--- config.mk ---
export PLATFORM = sky130hd
export DESIGN_NAME = uart_cmd_decoder
export DESIGN_NICKNAME = d
export VERILOG_FILES = /design/src/rtl/uart_cmd_decoder.sv
export SDC_FILE = /design/constraint.sdc
export NUM_CORES = 1
export LEC_CHECK = 0
export ABC_CLOCK_PERIOD_IN_PS = 4200
export BUFFER_PORTS_ARGS = -buffer_cell sky130_fd_sc_hd__buf_2
export CAP_MARGIN = 5
export CORE_ASPECT_RATIO = 1.2
export CORE_MARGIN = 10
export CORE_UTILIZATION = 24
export DETAILED_ROUTE_END_ITERATION = 8
export PLACE_DENSITY = 0.52
export SYNTH_ARGS = -nofsm -noshare
export SYNTH_HDL_FRONTEND = slang
export SYNTH_SLANG_ARGS = --single-unit
--- constraint.sdc ---
create_clock -name clk -period 4.2 [get_ports clk]
set_input_delay 0.84 -clock clk [delete_from_list [all_inputs] [get_ports clk]]
set_output_delay 0.84 -clock clk [all_outputs]
set_load 0.005 [all_outputs]
--- src/rtl/uart_cmd_decoder.sv ---
// Purpose: framed command decoder (sync, cmd, data, checksum) driving an actuator register and a PWM.
// Latency: 1 clk from the checksum byte's rxdone to act_out/cmd_valid or err/err_code/err_cnt.
// Backpressure: none; every rxdone is consumed, back-to-back bytes included.
//
// Ports:
//   clk, rst            : single clock, synchronous active-high reset
//   rxbyte, rxdone      : byte stream from the UART receiver (rxbyte valid when rxdone=1)
//   act_out             : actuator register (set / or / clear commands)
//   pwm_duty, pwm_out   : applied duty and registered PWM waveform
//   cmd_valid, err      : one-clk pulses for an applied or a rejected frame
//   err_code, err_cnt   : last error cause (1 csum, 2 unknown cmd, 3 timeout), saturating count
//
// Optional feature: define UART_CMD_TIMEOUT_EN to enable the inter-byte timeout (error code 3).
// Without it a partial frame waits indefinitely for its next byte.
`timescale 1ns/1ps
module uart_cmd_decoder #(
  parameter logic [7:0]  SYNC_BYTE      = 8'hA5,
  parameter logic [15:0] TIMEOUT_CYCLES = 16'd50000
) (
  input  logic       clk,
  input  logic       rst,
  input  logic [7:0] rxbyte,
  input  logic       rxdone,
  output logic [7:0] act_out,
  output logic [7:0] pwm_duty,
  output logic       pwm_out,
  output logic       cmd_valid,
  output logic       err,
  output logic [1:0] err_code,
  output logic [7:0] err_cnt
);

  typedef enum logic [1:0] {HUNT, CMD, DATA, CSUM} state_t;

  state_t     state;
  logic [7:0] cmd;
  logic [7:0] data;
  logic [7:0] pend_duty;
  logic [7:0] pwm_cnt;
  logic       timeout;

`ifdef UART_CMD_TIMEOUT_EN
  logic [15:0] timer;

  // A byte arriving in the firing cycle wins, hence the !rxdone term.
  assign timeout = (state != HUNT) && !rxdone && (timer == TIMEOUT_CYCLES - 16'd1);

  always_ff @(posedge clk) begin
    if (rst || state == HUNT || rxdone || timeout) begin
      timer <= 16'd0;
    end else begin
      timer <= timer + 16'd1;
    end
  end
`else
  logic [15:0] unused_timeout_cycles;
  assign unused_timeout_cycles = TIMEOUT_CYCLES;
  assign timeout = 1'b0;
`endif

  logic [7:0] csum;
  logic       frame_end;
  logic       csum_ok;
  logic       known_cmd;
  logic       accept;
  logic       reject;
  logic [1:0] rej_code;

  always_comb begin
    csum      = cmd + data;
    frame_end = rxdone && (state == CSUM);
    csum_ok   = (rxbyte == csum);
    known_cmd = (cmd >= 8'h01) && (cmd <= 8'h04);
    accept    = frame_end && csum_ok && known_cmd;
    reject    = (frame_end && !(csum_ok && known_cmd)) || timeout;
    // timeout only fires without rxdone, so it never overlaps a frame end
    if (timeout) begin
      rej_code = 2'd3;
    end else if (!csum_ok) begin
      rej_code = 2'd1;
    end else begin
      rej_code = 2'd2;
    end
  end

  always_ff @(posedge clk) begin
    if (rst) begin
      state     <= HUNT;
      cmd       <= 8'h00;
      data      <= 8'h00;
      act_out   <= 8'h00;
      pend_duty <= 8'h00;
      pwm_duty  <= 8'h00;
      pwm_cnt   <= 8'h00;
      pwm_out   <= 1'b0;
      cmd_valid <= 1'b0;
      err       <= 1'b0;
      err_code  <= 2'd0;
      err_cnt   <= 8'h00;
    end else begin
      cmd_valid <= 1'b0;
      err       <= 1'b0;

      // PWM: duty is only swapped at the 255->0 wrap so a period is never cut short.
      pwm_cnt <= pwm_cnt + 8'd1;
      pwm_out <= (pwm_cnt < pwm_duty);
      if (pwm_cnt == 8'hFF) begin
        pwm_duty <= pend_duty;
      end

      if (rxdone) begin
        unique case (state)
          HUNT: if (rxbyte == SYNC_BYTE) state <= CMD;
          CMD: begin
            cmd   <= rxbyte;
            state <= DATA;
          end
          DATA: begin
            data  <= rxbyte;
            state <= CSUM;
          end
          CSUM: state <= HUNT;
          default: state <= HUNT;
        endcase
      end else if (timeout) begin
        state <= HUNT;
      end

      if (accept) begin
        cmd_valid <= 1'b1;
        case (cmd)
          8'h01:   act_out   <= data;
          8'h02:   act_out   <= act_out | data;
          8'h03:   act_out   <= act_out & ~data;
          8'h04:   pend_duty <= data;
          default: begin end
        endcase
      end

      if (reject) begin
        err      <= 1'b1;
        err_code <= rej_code;
        if (err_cnt != 8'hFF) begin
          err_cnt <= err_cnt + 8'd1;
        end
      end
    end
  end

endmodule

======== After elaboration in Yosys (flattened, before gate mapping) ========
Index checks and enable logic that the tools add are counted.
storage, ports and cells
  register bits ........................... 63
  output and inout port bits .............. 29
  word-level logic and storage cells ...... 54
cells by class
  mux-type cells .......................... 6
  bitwise logic cells ..................... 3
  $lt $le $gt $ge ......................... 3
  reduce and logical (&&, ||, !) cells .... 15
  equality and inequality tests ........... 12
  $add $sub $neg .......................... 3
operator list
  kind                   count
  $pmux W8 S3            1
  $add A8 B1 Y8 const B  2
  $eq A8 B2 Y1 const B   2
  $eq A8 B8 Y1 const B   2
  $reduce_and A2 Y1      6
  $add A8 B8 Y8          1
  $and A8 B8 Y8          1
  $eq A8 B1 Y1 const B   1
  $eq A8 B3 Y1 const B   1
  $eq A8 B8 Y1           1
  $ge A8 B1 Y1 const B   1
  $le A8 B3 Y1 const B   1
  $lt A8 B8 Y1           1
  $ne A8 B8 Y1 const B   1
  $not A8 Y8             1
  $or A8 B8 Y8           1
  $pmux W2 S4            1
  $logic_and A1 B1 Y1    6
  $eq A2 B2 Y1 const B   2
  $mux W2                2
  $reduce_bool A3 Y1     1
  $eq A2 B1 Y1 const B   1
  $logic_not A2 Y1       1
  $mux W1                2
  other kinds (2)        2

======== Longest topological paths before layout ========
Gate-level depths: netlist (run 1).
  word-level depth ........................ 6
  mapped depth ............................ 10
  mapped depth without buffers ............ 9

======== Worst setup path before layout (run 1) ========
No wires, ideal clock.
  path kind ............................... reg2reg
  start ................................... register cmd[0]
  end ..................................... register act_out[0]
  buffers on the path ..................... 1
  data arrival time ....................... 2.705 ns
  clock period less this slack ............ 2.775 ns
  required time ........................... 4.130 ns
  setup slack ............................. 1.425 ns
  cell stages (with the launch flop) ...... 11
  cell sequence ........................... dfxtp_1 ha_1 fa_1 xnor2_1 xnor2_1 nor3_1 nand3_1 or4_1 buf_6 nor4_4 o2bb2ai_1
on the way
  longest elaborated chain between the ends .. 5
ends and longest elaborated chain
  item                               line  text
  from (decl)                        36    logic [7:0] cmd;
  from (signal assigned)             115   cmd <= rxbyte;
  $add A8 B8 Y8                      70    csum = cmd + data;
  $eq A8 B8 Y1                       72    csum_ok = (rxbyte == csum);
  $logic_and A1 B1 Y1 (2 in series)  74    accept = frame_end && csum_ok && known_cmd;
  $reduce_and A2 Y1 (no line)        --
  to (signal assigned)               132   8'h01: act_out <= data;
  to (signal assigned)               133   8'h02: act_out <= act_out | data;
  to (signal assigned)               134   8'h03: act_out <= act_out & ~data;
  to (decl)                          24    output logic [7:0] act_out,
Parallel ways exist; a longest one is shown, timed or not.
A chain may end at the register's enable or synchronous reset.

======== Final worst setup path (run 1) ========
  start ................................... register cmd[0]
  end ..................................... register act_out[6]
The elaborated chain is that of the path after synthesis.

==> metrics.yaml, run 1 <==
status: "complete, no violations"
crit_start: "cmd[0]"
critical_path_depth: 9
powerDensity_nw_per_um2: 374
p_int_w: 0.00114
io_buffer_count: 39
synthTopCellsByArea: "dfxtp_1 40%, ha_1 7.9%, mux2i_1 5.4%"
critPathMostFrequentCell: "xnor2_1"
cp-end-kind: "register"
synth_ff_type: "dfxtp_1"
period_share_pct: 74.7
clock_skew_ns: 0.00453
cp-endpoint: "act_out[6]"
cts_hold_repair.buffers: 0
die_w_um: 125
final-max-slew-violation-count: 0
cts.path.max_buffers: 2
clock-root-buffer: "clkbuf_16"
start_kind: "register"
antenna_cells: 0
synth_most_common_cell: "dfxtp_1"
synthDistinctLibCells: 42
die_height_um: 146
cp.arrival_ns: 3.40
grt_max_degree: 45
die_area_um2: 18300
setup_viol: 0
via_count: 2618
via_per_inst: 4.59
slowest_stage: "or4_1"
clock-sinks: 63
final.fill_count: 1407
grt_pass1_wl_mm: 13.5
grt.overflow.total: 0
hold_path.class: "register to register"
drc: 0
cp.buffers_inverters: 0
p_comb_share_pct: 3.5
dp_cells: 554
worstReg2RegEnd: "act_out[6]"
crit_type: "register to register"
cts_max_level: 3
regToRegSetupSlack_ns: 1.06
p_seq_share_pct: 42.1
path_clk_slew_ns: 0.05
track_usage_pct: 9.05
timing.critical_path.fanout_max: 9
synth_edf_count: 0
multi_input_area_um2: 1820
drive_above_1_share_pct: 15.4
maxSlewHeadroom_pct: 44.4
synth.net_count: 393
whs_ns: 0.454
crit_required_ns: 4.46
cts_resized: 0
grt_pass1_vias: 2634
synth_top_area_share_pct: 39.7
ys_seq_area_share_pct: 39.7
ioPinCount: 40
clock_power_share_pct: 54.4
areaGrowthSynthToFinish_pct: 20.7
cts_buffers: 9
final_util_pct: 29.3
synth_seq_cells: 63
totalWireLength_mm: 8.20
drv_cap: 0
syn_area_um2: 3180
core-area_um2: 13100
post-route-min-period_ns: 3.14
avgSynthCellArea_um2: 8.81
cts_tree: "built"
antenna_found_initial: 0
ir_drop_mv: 0.185
drt_pre_antenna_iters: 5
ys_top_cells_by_count: "63 x dfxtp_1, 34 x nand2_1, 33 x a21oi_1"
clkLatencyLatePin_ns: 0.33
gp_congestion: 0.842
synth_warnings: 0
leakagePower_nw: 1.45
row_count: 46
clock.fmax_mhz: 319
fin_nets: 429
drt-initial-drc-count: 196
fin_tns_setup_ns: 0
slowest_delay_ns: 0.75
final_antenna_net_count: 0
place_hpwl_mm: 6.10
start_util_pct: 24.2
synthCells: 361
post_cts_buffers: 0
rr_worst_depth: 9
ff_latch_area_um2: 1260
hold_viol_final: 0
async_flop_share_pct: 0
rsz0062_at_grt: "no"
cpLargestDelayFamily: "simple AND/OR/NAND/NOR gates"
path_cells: "ha_1 -> fa_1 -> xnor2_1 -> xnor2_1 -> nor3_1 -> nand3_1 -> or4_1 -> nor4_4 -> o2bb2ai_1"
rr_startpoint: "cmd[0]"
design_area_um2: 3840
wl_per_cell_um: 14.4
swShare_pct: 20.7
yosysTopAreaCell: "dfxtp_1"
worst_slew_pin_slew_ns: 0.834
power.net_switching_w: 0.000297
instances_no_fill: 570
place_area_um2: 3530
[cell families after synthesis]
logic type / synth area share (%)
muxes: 5.35
adders and majority gates: 8.50
DFF: 39.7
buffers and inverters: 3.19
xor gates and xnor gates: 5.23
and+or+nand+nor: 25.3
AOI/OAI and AO/OA: 12.7
[through the flow]
| step | total power, W | setup WS, ns |
|---|---|---|
| after floorplan | 0.000650 | 1.42 |
| after global placement | 0.000667 | 1.15 |
| after detailed placement | 0.000668 | 1.05 |
| after CTS | 0.00146 | 1.03 |
| after global routing | 0.00148 | 0.805 |
| final | 0.00144 | 1.06 |
[routing by layer]
layer | track usage (%) | up-vias | wire, µm
li1 | - | 1342 | -
met1 | 10.1 | 1212 | 3580
met2 | 15.2 | 50 | 4000
met3 | 2.83 | 14 | 431
met4 | 4.38 | 0 | 187
met5 | 0 | - | 0
[layout make-up]
cell class              instances  share of cell area (%)
clock inverters                 4                    1.82
well taps                     168                    5.47
repair buffers                 41                    5.47
flip-flops and latches         63                    32.8
inverters                       9                   0.880
multi-input cells             273                    47.3
clock buffers                  12                    6.16
[worst reg2reg max path: stages (launching register included)]
cell and delay [ns]:
dfxtp_1 0.35, ha_1 0.26, fa_1 0.41, xnor2_1 0.20, xnor2_1 0.08, nor3_1 0.13, nand3_1 0.21, or4_1 0.75
nor4_4 0.51, o2bb2ai_1 0.17
[power groups by stage]
stage | clock network (W) | logic [W] | registers (W)
6_report | 0.000781 | 0.0000497 | 0.000605
5_1_grt | 0.000821 | 0.0000562 | 0.000605
4_1_cts | 0.000800 | 0.0000505 | 0.000604
3_5_place_dp | 0 | 0.0000502 | 0.000617
3_3_place_gp | 0 | 0.0000495 | 0.000617
2_1_floorplan | 0 | 0.0000327 | 0.000617
[state kept, by name, indices dropped and copies added, names as in the netlist]
signal / flops
act_out: 8
cmd: 8
data: 8
err_cnt: 8
pend_duty: 8
pwm_cnt: 8
pwm_duty: 8
err_code: 2
state: 2
cmd_valid: 1
err: 1
pwm_out: 1
[layout by cell type (no fill, tap or decap), drive strengths merged, types with 4 or more instances in the layout]
master / netlist / final
mux2i: 17 / 17
dfxtp: 63 / 63
ha: 20 / 20
a21oi: 33 / 33
inv: 9 / 9
xnor2: 11 / 11
nor2: 29 / 29
nor2b: 10 / 10
nor4: 5 / 5
clkbuf: 12 / 12
buf: 4 / 41
a21o: 4 / 4
o2bb2ai: 8 / 8
nand3: 24 / 24
nor3: 11 / 11
o21ai: 14 / 14
or3: 10 / 10
nand4: 4 / 4
nand2b: 10 / 10
xor2: 8 / 8
nand2: 34 / 34
and3: 4 / 4
[worst min path at each step]
stage	startpoint	endpoint	slack [ns]	cells after the start
after floorplan	pwm_cnt[0]	pwm_cnt[0]	0.43	1
after global placement	pwm_cnt[0]	pwm_cnt[0]	0.44	1
after detailed placement	pwm_cnt[0]	pwm_cnt[0]	0.45	1
after CTS	err_code[0]	err_code[0]	0.46	2
after global routing	err_code[0]	err_code[0]	0.48	2
final	err_code[0]	err_code[0]	0.45	2
(Power assumes the default switching activity.)
==> run 2, diff against run 1 <==
Settings changed: ABC_CLOCK_PERIOD_IN_PS 4200 to 3000.
Clock period 4.2 ns to 3 ns, I/O delays scaled along.
==> metrics.yaml, run 2 (synthesis gave the netlist of run 1 again) <==
clock-sinks: 63
cpLargestDelayFamily: "simple AND/OR/NAND/NOR gates"
core-area_um2: 13100
maxSlewHeadroom_pct: 38.3
cts_resized: 0
drt_pre_antenna_iters: 4
cts_tree: "built"
via_count: 2707
leakagePower_nw: 1.49
post-route-min-period_ns: 2.83
drive_above_1_share_pct: 18.0
die_w_um: 125
row_count: 46
whs_ns: 0.460
place_hpwl_mm: 6.21
totalWireLength_mm: 8.26
grt.overflow.total: 0
start_kind: "register"
crit_required_ns: 3.26
final_antenna_net_count: 0
critPathMostFrequentCell: "nor3_1"
powerDensity_nw_per_um2: 502
antenna_found_initial: 0
design_area_um2: 3900
clock-root-buffer: "clkbuf_16"
final_common_cell: "dfxtp_1"
slowest_stage: "or4_2"
die_area_um2: 18300
dp_slack_ns: 0.138
final-max-slew-violation-count: 0
rsz0062_at_grt: "no"
ioPinCount: 40
layout_common_cells: "63 x dfxtp_1, 39 x buf_2, 34 x nand2_1"
hold_viol_final: 0
worst_slew_pin_slew_ns: 0.925
wl_per_cell_um: 14.3
start_util_pct: 24.2
path_clk_slew_ns: 0.06
io_buffer_count: 39
grt_max_degree: 52
place_area_um2: 3600
status: "complete, no violations"
worst_slack_ns: 0.171
cts_buffers: 9
path_cells: "ha_1 -> fa_1 -> xor2_1 -> nor3_1 -> nand3_1 -> buf_4 -> or4_2 -> and4b_1 -> nor3_1"
via_per_inst: 4.68
clock.fmax_mhz: 353
crit_type: "register to register"
grt_pass1_vias: 2688
grt_pass1_wl_mm: 13.8
slowest_delay_ns: 0.69
cp-end-kind: "register"
drt-initial-drc-count: 195
period_share_pct: 94.3
cp.arrival_ns: 3.08
drc: 0
clkLatencyLatePin_ns: 0.33
antenna_cells: 0
clock_skew_ns: 0.00541
gp_congestion: 0.868
cts_max_level: 3
cts.path.max_buffers: 2
track_usage_pct: 9.20
die_height_um: 146
hold_path.class: "register to register"
setup_viol: 0
timing.critical_path.fanout_max: 5
cp.buffers_inverters: 1
ir_drop_mv: 0.256
areaGrowthSynthToFinish_pct: 22.6
fin_tns_setup_ns: 0
drv_cap: 0
fin_nets: 438
## run 2: changes by cell type in the layout (fill, tap and decap cells not counted), sizes merged
cell      previous run  this run
clkinv               2         3
clkbuf              12        10
bufinv               2         1
buf                 41        50
clkinvlp             0         2
## run 2: tightest hold or removal path, cell delays in order (launching register included)
cell and delay [ns]:
dfxtp_1 0.31, nand2_1 0.05, a21oi_1 0.05
## run 2: power breakdown
| part | total, W | switching (W) | internal, W |
|---|---|---|---|
| combinational | 0.0000707 | 0.0000432 | 0.0000276 |
| sequential | 0.000846 | 0.00000403 | 0.000842 |
| clock | 0.00104 | 0.000382 | 0.000660 |
| total | 0.00196 | 0.000430 | 0.00153 |
## run 2: per-layer routing
layer / GRT usage [%] / wire length, µm
met5: 0 / 0
met4: 5.25 / 193
met2: 15.8 / 4180
met3: 2.43 / 381
met1: 10.0 / 3510
## run 2: path summary, 6_finish.rpt
check / slack, ns / from / to / cells past startpoint
setup / recovery: 0.17 / data[0] / err_cnt[6] / 9
hold / removal: 0.46 / err_code[0] / err_code[0] / 2
setup reg to reg: 0.17 / data[0] / err_cnt[6] / 9
hold reg to reg: 0.46 / err_code[0] / err_code[0] / 2
## run 2: area by class of cell
cell class                 count  area (µm²)
fill                        1434        9220
multi-input combinational    273        1820
sequential                    63        1260
timing repair buffer          50         278
clock buffer                  10         239
tap                          168         210
clock inverter                 6        60.1
inverter                       9        33.8
## run 2: per-stage QoR
step | utilization, % | total power (W) | instances
6_report | 29.7 | 0.00196 | 579
2_1_floorplan | - | 0.000909 | 361
3_5_place_dp | 27.4 | 0.000936 | 563
3_3_place_gp | 27.4 | 0.000935 | 563
4_1_cts | 29.7 | 0.00198 | 579
5_1_grt | 29.7 | 0.00202 | 579
## run 2: repair_timing
action | CTS | global route
endpoints found under the setup margin | 0 | 9
setup buffers | 0 | 0
hold endpoints to repair | 0 | 0
hold buffers | 0 | 0
